File: src/rtl/uart_alu_ctrl.sv
// uart_alu_ctrl: byte-stream packet controller between a UART receiver and
// transmitter. Decodes opcode/count/operand packets, runs ECHO/ADD/MUL/XOR,
// and streams back results or a one-byte error code. An idle timeout
// aborts stalled packets, and err_count tallies timeouts and error replies.
module uart_alu_ctrl #(
    parameter int TIMEOUT_CYCLES = 100000
) (
    input  logic       clk,
    input  logic       rst,
    input  logic [7:0] s_axis_tdata,
    input  logic       s_axis_tvalid,
    output logic       s_axis_tready,
    output logic [7:0] m_axis_tdata,
    output logic       m_axis_tvalid,
    input  logic       m_axis_tready,
    output logic       busy,
    output logic [7:0] err_count
);

    localparam int TW = $clog2(TIMEOUT_CYCLES + 1);
    localparam logic [TW-1:0] TMO_LAST = TW'(TIMEOUT_CYCLES - 1);

    localparam logic [7:0] OP_ECHO = 8'h00;
    localparam logic [7:0] OP_ADD  = 8'h01;
    localparam logic [7:0] OP_MUL  = 8'h02;
    localparam logic [7:0] OP_XOR  = 8'h03;

    localparam logic [7:0] ERR_ZERO_N = 8'hFE;
    localparam logic [7:0] ERR_BAD_OP = 8'hFF;

    typedef enum logic [2:0] {
        IDLE,
        GET_N,
        GET_OPND,
        SEND_RES,
        SEND_ERR
    } state_t;

    state_t        state_q, state_d;
    logic [7:0]    opcode_q, opcode_d;
    logic [7:0]    opnd_left_q, opnd_left_d;
    logic [1:0]    byte_idx_q, byte_idx_d;
    logic [23:0]   shift_q, shift_d;
    logic [31:0]   acc_q, acc_d;
    logic [2:0]    res_idx_q, res_idx_d;
    logic [7:0]    err_byte_q, err_byte_d;
    logic [7:0]    tx_data_q, tx_data_d;
    logic          tx_valid_q, tx_valid_d;
    logic [7:0]    err_cnt_q, err_cnt_d;
    logic [TW-1:0] tmo_q, tmo_d;

    logic          rx_ready;
    logic          rx_fire;
    logic          tx_free;
    logic          tmo_hit;
    logic [31:0]   operand;
    logic [31:0]   result;

    // Starting accumulator value for each arithmetic opcode.
    function automatic logic [31:0] alu_identity(input logic [7:0] op);
        return (op == OP_MUL) ? 32'd1 : 32'd0;
    endfunction

    // One accumulate step; unknown opcodes leave the accumulator untouched.
    function automatic logic [31:0] alu_combine(input logic [7:0]  op,
                                                input logic [31:0] acc,
                                                input logic [31:0] opnd);
        case (op)
            OP_ADD:  return acc + opnd;
            OP_MUL:  return acc * opnd;
            OP_XOR:  return acc ^ opnd;
            default: return acc;
        endcase
    endfunction

    // Saturating increment for the error counter.
    function automatic logic [7:0] sat_inc(input logic [7:0] v);
        return (v == 8'hFF) ? v : v + 8'd1;
    endfunction

    // The fourth operand byte arrives live on the bus; the first three are held.
    assign operand = {s_axis_tdata, shift_q};
    assign result  = alu_combine(opcode_q, acc_q, operand);

    // Receive readiness per state; ECHO only accepts when the output slot is empty.
    always_comb begin
        rx_ready = 1'b0;
        case (state_q)
            IDLE, GET_N: rx_ready = 1'b1;
            GET_OPND:    rx_ready = (opcode_q == OP_ECHO) ? !tx_valid_q : 1'b1;
            default:     rx_ready = 1'b0;
        endcase
    end

    assign s_axis_tready = rst & rx_ready;
    assign rx_fire       = s_axis_tvalid & s_axis_tready;
    assign tx_free       = !tx_valid_q | m_axis_tready;
    assign tmo_hit       = (tmo_q == TMO_LAST);

    assign m_axis_tdata  = tx_data_q;
    assign m_axis_tvalid = tx_valid_q;
    assign busy          = (state_q != IDLE);
    assign err_count     = err_cnt_q;

    // Next-state and datapath updates for the packet FSM.
    always_comb begin
        state_d     = state_q;
        opcode_d    = opcode_q;
        opnd_left_d = opnd_left_q;
        byte_idx_d  = byte_idx_q;
        shift_d     = shift_q;
        acc_d       = acc_q;
        res_idx_d   = res_idx_q;
        err_byte_d  = err_byte_q;
        tx_data_d   = tx_data_q;
        tx_valid_d  = tx_valid_q & !m_axis_tready;
        err_cnt_d   = err_cnt_q;
        tmo_d       = '0;

        case (state_q)
            IDLE: begin
                if (rx_fire) begin
                    opcode_d = s_axis_tdata;
                    state_d  = GET_N;
                end
            end

            GET_N: begin
                if (rx_fire) begin
                    if (s_axis_tdata == 8'd0) begin
                        err_byte_d = ERR_ZERO_N;
                        res_idx_d  = 3'd0;
                        state_d    = SEND_ERR;
                    end else begin
                        opnd_left_d = s_axis_tdata;
                        byte_idx_d  = 2'd0;
                        acc_d       = alu_identity(opcode_q);
                        state_d     = GET_OPND;
                    end
                end else if (tmo_hit) begin
                    err_cnt_d = sat_inc(err_cnt_q);
                    state_d   = IDLE;
                end else begin
                    tmo_d = tmo_q + TW'(1);
                end
            end

            GET_OPND: begin
                if (rx_fire) begin
                    byte_idx_d = byte_idx_q + 2'd1;
                    shift_d    = {s_axis_tdata, shift_q[23:8]};
                    if (opcode_q == OP_ECHO) begin
                        tx_data_d  = s_axis_tdata;
                        tx_valid_d = 1'b1;
                    end
                    if (byte_idx_q == 2'd3) begin
                        acc_d       = result;
                        opnd_left_d = opnd_left_q - 8'd1;
                        if (opnd_left_q == 8'd1) begin
                            case (opcode_q)
                                OP_ECHO: state_d = IDLE;
                                OP_ADD, OP_MUL, OP_XOR: begin
                                    state_d = SEND_RES;
                                    // Launch the low byte right away when the slot is free.
                                    if (tx_free) begin
                                        tx_data_d  = result[7:0];
                                        tx_valid_d = 1'b1;
                                        res_idx_d  = 3'd1;
                                    end else begin
                                        res_idx_d  = 3'd0;
                                    end
                                end
                                default: begin
                                    err_byte_d = ERR_BAD_OP;
                                    res_idx_d  = 3'd0;
                                    state_d    = SEND_ERR;
                                end
                            endcase
                        end
                    end
                end else if (tmo_hit) begin
                    err_cnt_d = sat_inc(err_cnt_q);
                    state_d   = IDLE;
                end else begin
                    tmo_d = tmo_q + TW'(1);
                end
            end

            SEND_RES: begin
                // Stay until the fourth byte has been accepted.
                if (tx_free) begin
                    if (res_idx_q != 3'd4) begin
                        tx_data_d  = 8'(acc_q >> {res_idx_q[1:0], 3'b000});
                        tx_valid_d = 1'b1;
                        res_idx_d  = res_idx_q + 3'd1;
                    end else begin
                        state_d = IDLE;
                    end
                end
            end

            SEND_ERR: begin
                if (tx_free) begin
                    if (res_idx_q == 3'd0) begin
                        tx_data_d  = err_byte_q;
                        tx_valid_d = 1'b1;
                        res_idx_d  = 3'd1;
                        err_cnt_d  = sat_inc(err_cnt_q);
                    end else begin
                        state_d = IDLE;
                    end
                end
            end

            default: state_d = IDLE;
        endcase
    end

    // FSM state register.
    always_ff @(posedge clk) begin
        if (!rst) begin
            state_q <= IDLE;
        end else begin
            state_q <= state_d;
        end
    end

    // Datapath, output slot, counters.
    always_ff @(posedge clk) begin
        if (!rst) begin
            opcode_q    <= 8'd0;
            opnd_left_q <= 8'd0;
            byte_idx_q  <= 2'd0;
            shift_q     <= 24'd0;
            acc_q       <= 32'd0;
            res_idx_q   <= 3'd0;
            err_byte_q  <= 8'd0;
            tx_data_q   <= 8'd0;
            tx_valid_q  <= 1'b0;
            err_cnt_q   <= 8'd0;
            tmo_q       <= '0;
        end else begin
            opcode_q    <= opcode_d;
            opnd_left_q <= opnd_left_d;
            byte_idx_q  <= byte_idx_d;
            shift_q     <= shift_d;
            acc_q       <= acc_d;
            res_idx_q   <= res_idx_d;
            err_byte_q  <= err_byte_d;
            tx_data_q   <= tx_data_d;
            tx_valid_q  <= tx_valid_d;
            err_cnt_q   <= err_cnt_d;
            tmo_q       <= tmo_d;
        end
    end

endmodule

File: config.mk
export PLATFORM = sky130hd
export DESIGN_NAME = uart_alu_ctrl
export DESIGN_NICKNAME = d
export VERILOG_FILES = /design/src/rtl/uart_alu_ctrl.sv
export SDC_FILE = /design/constraint.sdc
export NUM_CORES = 2
export LEC_CHECK = 0
export CORE_AREA = 4 4 339 241
export DETAILED_ROUTE_END_ITERATION = 10
export DIE_AREA = 0 0 343 245
export PLACE_DENSITY = 0.56
export SYNTH_ARGS = -nofsm -noshare
export SYNTH_HDL_FRONTEND = slang
export SYNTH_SLANG_ARGS = --single-unit
File: constraint.sdc
create_clock -name clk -period 8.1 [get_ports clk]
set_input_delay 0.81 -clock clk [delete_from_list [all_inputs] [get_ports clk]]
set_output_delay 0.81 -clock clk [all_outputs]
set_load 0.1 [all_outputs]
==> results.cfg <==
[timing]
grt_setup_unrepaired = false
fin_crit_sh_pct = 97.7
fmaxAchievable_mhz = 126
slew_viol_final = 0
setup_viol = 0
tightest_slew_ns = 1.13
setup_slack_ns = 0.185
tns_ns = 0
hold_violations = 0
period_minus_slack_ns = 7.91
slew_headroom_pct = 24.5
finClkSkew_ns = 0.0119

[global_routing]
grt_max_degree = 68
overflow = 0
grt_pass1_wl_um = 122000
antenna_found_initial = 2
grt_pass1_vias = 19300
grtUsageTotal_pct = 18.9

[clock_tree]
cts_made_buffers = 17
cts_root_buffer = clkbuf_16
clk_latency_ns = 0.44
cts_tree = built
clockBufferDepth = 2
hold_buffers = 0
htreeDepth = 4
cts.clk_slew.worst_paths_ns = 0.06
cts_num_sinks = 116

[hold_path]
hold_path_end = tmo_q[0]$_SDFF_PP0_
hold_class = reg2reg
holdPathStages = 1
worstHoldStart = tmo_q[0]$_SDFF_PP0_

[synth]
synth.largest_area_cell = fa_1
syn_nets = 3283
async_reset_ff_share_pct = 0
ys_ff_latch = 116
synth_area_leaders = fa_1 35%, dfxtp_1 9.9%, and2_1 8.7%
synth.yosys.seq_area_share_pct = 9.92
syn_area_mm2 = 0.0234
synthFlopType = dfxtp_1
syn_inst = 2701
ys_types = 79
ys_warn_count = 0
synth_edf_count = 0
syn_area_per_cell_um2 = 8.67
synth_top_area_share_pct = 35.0

[critical_path]
end_kind = flop
cp.required_ns = 8.38
r2r_cells = 21
worstReg2RegStart = shift_q[4]$_SDFFE_PN0P_
r2r-end = acc_q[31]$_SDFFE_PN0P_
worstPathArrival_ns = 8.19
path_max_fanout = 15
path_class = reg2reg
timing.reg2reg.setup_slack_ns = 0.19
worst_setup_path_start_kind = flop

[finish]
post-route-cell-area_mm2 = 0.0258
nets = 3278
drive_above_1_share_pct = 6.31
fillers = 8195
areaGrowthSynthToFinish_pct = 10.4

[place]
hpwl_um = 62100
gp_congestion = 0.953
dpl_cell_area_mm2 = 0.0252
port_buffers = 30
pre_cts_slack_ns = 0.280

[drt]
first_iter_violations = 1805
vias = 18900
vias_per_cell = 5.01
ant_nets = 0
dr.pass1.iters = 5
totalWireLength_um = 78200
wire_per_inst_um = 20.8
drcViolationCount = 0

[floorplan]
fp.dieArea_mm2 = 0.0840
core_area_mm2 = 0.0782
rows = 86
initial_core_util_pct = 29.9
die_w_um = 343
die_height_um = 245
pin_count = 31

[power]
pwr_density_cell_mw_per_mm2 = 62.4
peakVddDrop_mv = 0.153
p_leak_nw = 11.7

[flow_run]
drv_cap = 0

[run_status]
status = finished clean
worst max-delay path, stage by stage, from the launching register on:
cell	delay [ns]
dfxtp_1	0.83
and2_1	0.25
fa_1	0.42
inv_1	0.17
fa_1	0.47
fa_1	0.48
fa_1	0.55
inv_1	0.05
fa_1	0.48
fa_1	0.57
fa_1	0.45
fa_1	0.44
ha_1	0.42
and4_1	0.21
o21ai_0	0.20
nor4_1	0.58
o211ai_1	0.26
nand2_1	0.19
o41ai_1	0.14
o21ai_0	0.26
xnor2_1	0.15
o221ai_1	0.14
registers in the layout, summed over array words and instances (netlist names):
register       count
shift_q           24
err_count          8
acc_q             32
m_axis_tvalid      1
tmo_q             17
err_byte_q         2
opcode_q           8
res_idx_q          3
state_q            3
opnd_left_q        8
byte_idx_q         2
m_axis_tdata       8
per-layer routing:
layer  GRT usage (%)  up-vias  wire length [um]
li1                -     8514                 -
met5               0        -                 0
met3            3.29      107              6990
met2            26.7      789             31400
met4            4.14        0              1600
met1            29.8     9478             38200
how the worst max path moves through the flow:
stage	end	from	slack, ns	cells past startpoint
global route	acc_q[31]$_SDFFE_PN0P_	acc_q[13]$_SDFFE_PN0P_	0.02	22
floorplan	acc_q[30]$_SDFFE_PN0P_	acc_q[14]$_SDFFE_PN0P_	1.19	22
CTS	acc_q[31]$_SDFFE_PN0P_	shift_q[7]$_SDFFE_PN0P_	0.23	22
global placement	acc_q[31]$_SDFFE_PN0P_	acc_q[9]$_SDFFE_PN0P_	0.36	23
detailed placement	acc_q[31]$_SDFFE_PN0P_	shift_q[7]$_SDFFE_PN0P_	0.28	22
finish	acc_q[31]$_SDFFE_PN0P_	shift_q[4]$_SDFFE_PN0P_	0.19	21
cell usage in the layout, fill, tap and decap left out, types with 7 or more instances in the layout:
master,n
nand4_1,11
inv_1,404
clkdlybuf4s50_1,29
and2_1,327
mux2i_1,31
o21bai_1,10
nand2b_1,7
dfxtp_1,109
a31oi_1,12
nand2_1,341
and3_1,8
mux2_2,8
nor2_1,101
nor2b_1,30
a21boi_0,29
fa_1,409
o21ai_0,82
o211ai_1,11
clkbuf_16,17
a22oi_1,18
nand3_1,31
xor2_1,36
dfxtp_2,7
o21a_1,14
nor3_1,27
o221ai_1,7
a22o_1,7
or3_1,10
o22ai_1,13
a211oi_1,11
a21o_1,22
mux4_2,8
a21oi_1,82
xnor2_1,82
ha_1,160
buf_4,88
synth_stat cells (all sizes together) (29+ instances only):
cell,instances
and2,327
mux2i,31
o21ai,85
nor2,104
nor2b,30
xnor2,82
nor3,29
a21oi,82
nand2,342
fa,409
inv,405
xor2,36
dfxtp,116
ha,161
clkbuf,130
a21boi,31
nand3,31
repair_timing:
action	4_1_cts	5_1_grt
gates resized for setup	0	7
setup endpoints to repair	0	2
setup buffers	0	0
layout make-up:
cell class / instances / area [um2] / area share [%]
antenna: 2 / 5.00 / 0.0194
clock buffer: 18 / 439 / 1.70
clock inverter: 14 / 153 / 0.591
inverter: 406 / 1520 / 5.90
multi-input combinational: 2032 / 19000 / 73.6
sequential: 116 / 2330 / 9.02
tap: 1056 / 1320 / 5.11
timing repair buffer: 123 / 1060 / 4.09
metrics by stage:
stage | power, mW | instances | hold slack (ns) | utilization [%]
after global routing | 1.66 | 3765 | 0.494 | 33.0
after detailed placement | 0.838 | 3733 | 0.452 | 32.3
after floorplan | 0.768 | 2701 | 0.426 | -
after global placement | 0.840 | 3733 | 0.445 | 32.3
final | 1.61 | 3767 | 0.460 | 33.0
after CTS | 1.61 | 3765 | 0.467 | 33.0
power by group:
group | switching, mW | internal (mW) | total (mW)
Sequential | 0.0161 | 0.581 | 0.597
Combinational | 0.163 | 0.0719 | 0.235
Clock | 0.317 | 0.463 | 0.779
kinds of logic (layout without fill, tap and decap cells):
group	count (synthesis)	after routing	synth area share (%)
simple gates	925	925	20.0
fa+ha+maj	570	570	43.6
buf+inv	553	561	8.90
compound gates	372	372	10.7
xor+xnor	118	118	4.41
flops	116	116	9.92
mux	47	47	2.48
other cells	0	2	0
(Power assumes the default switching activity.)
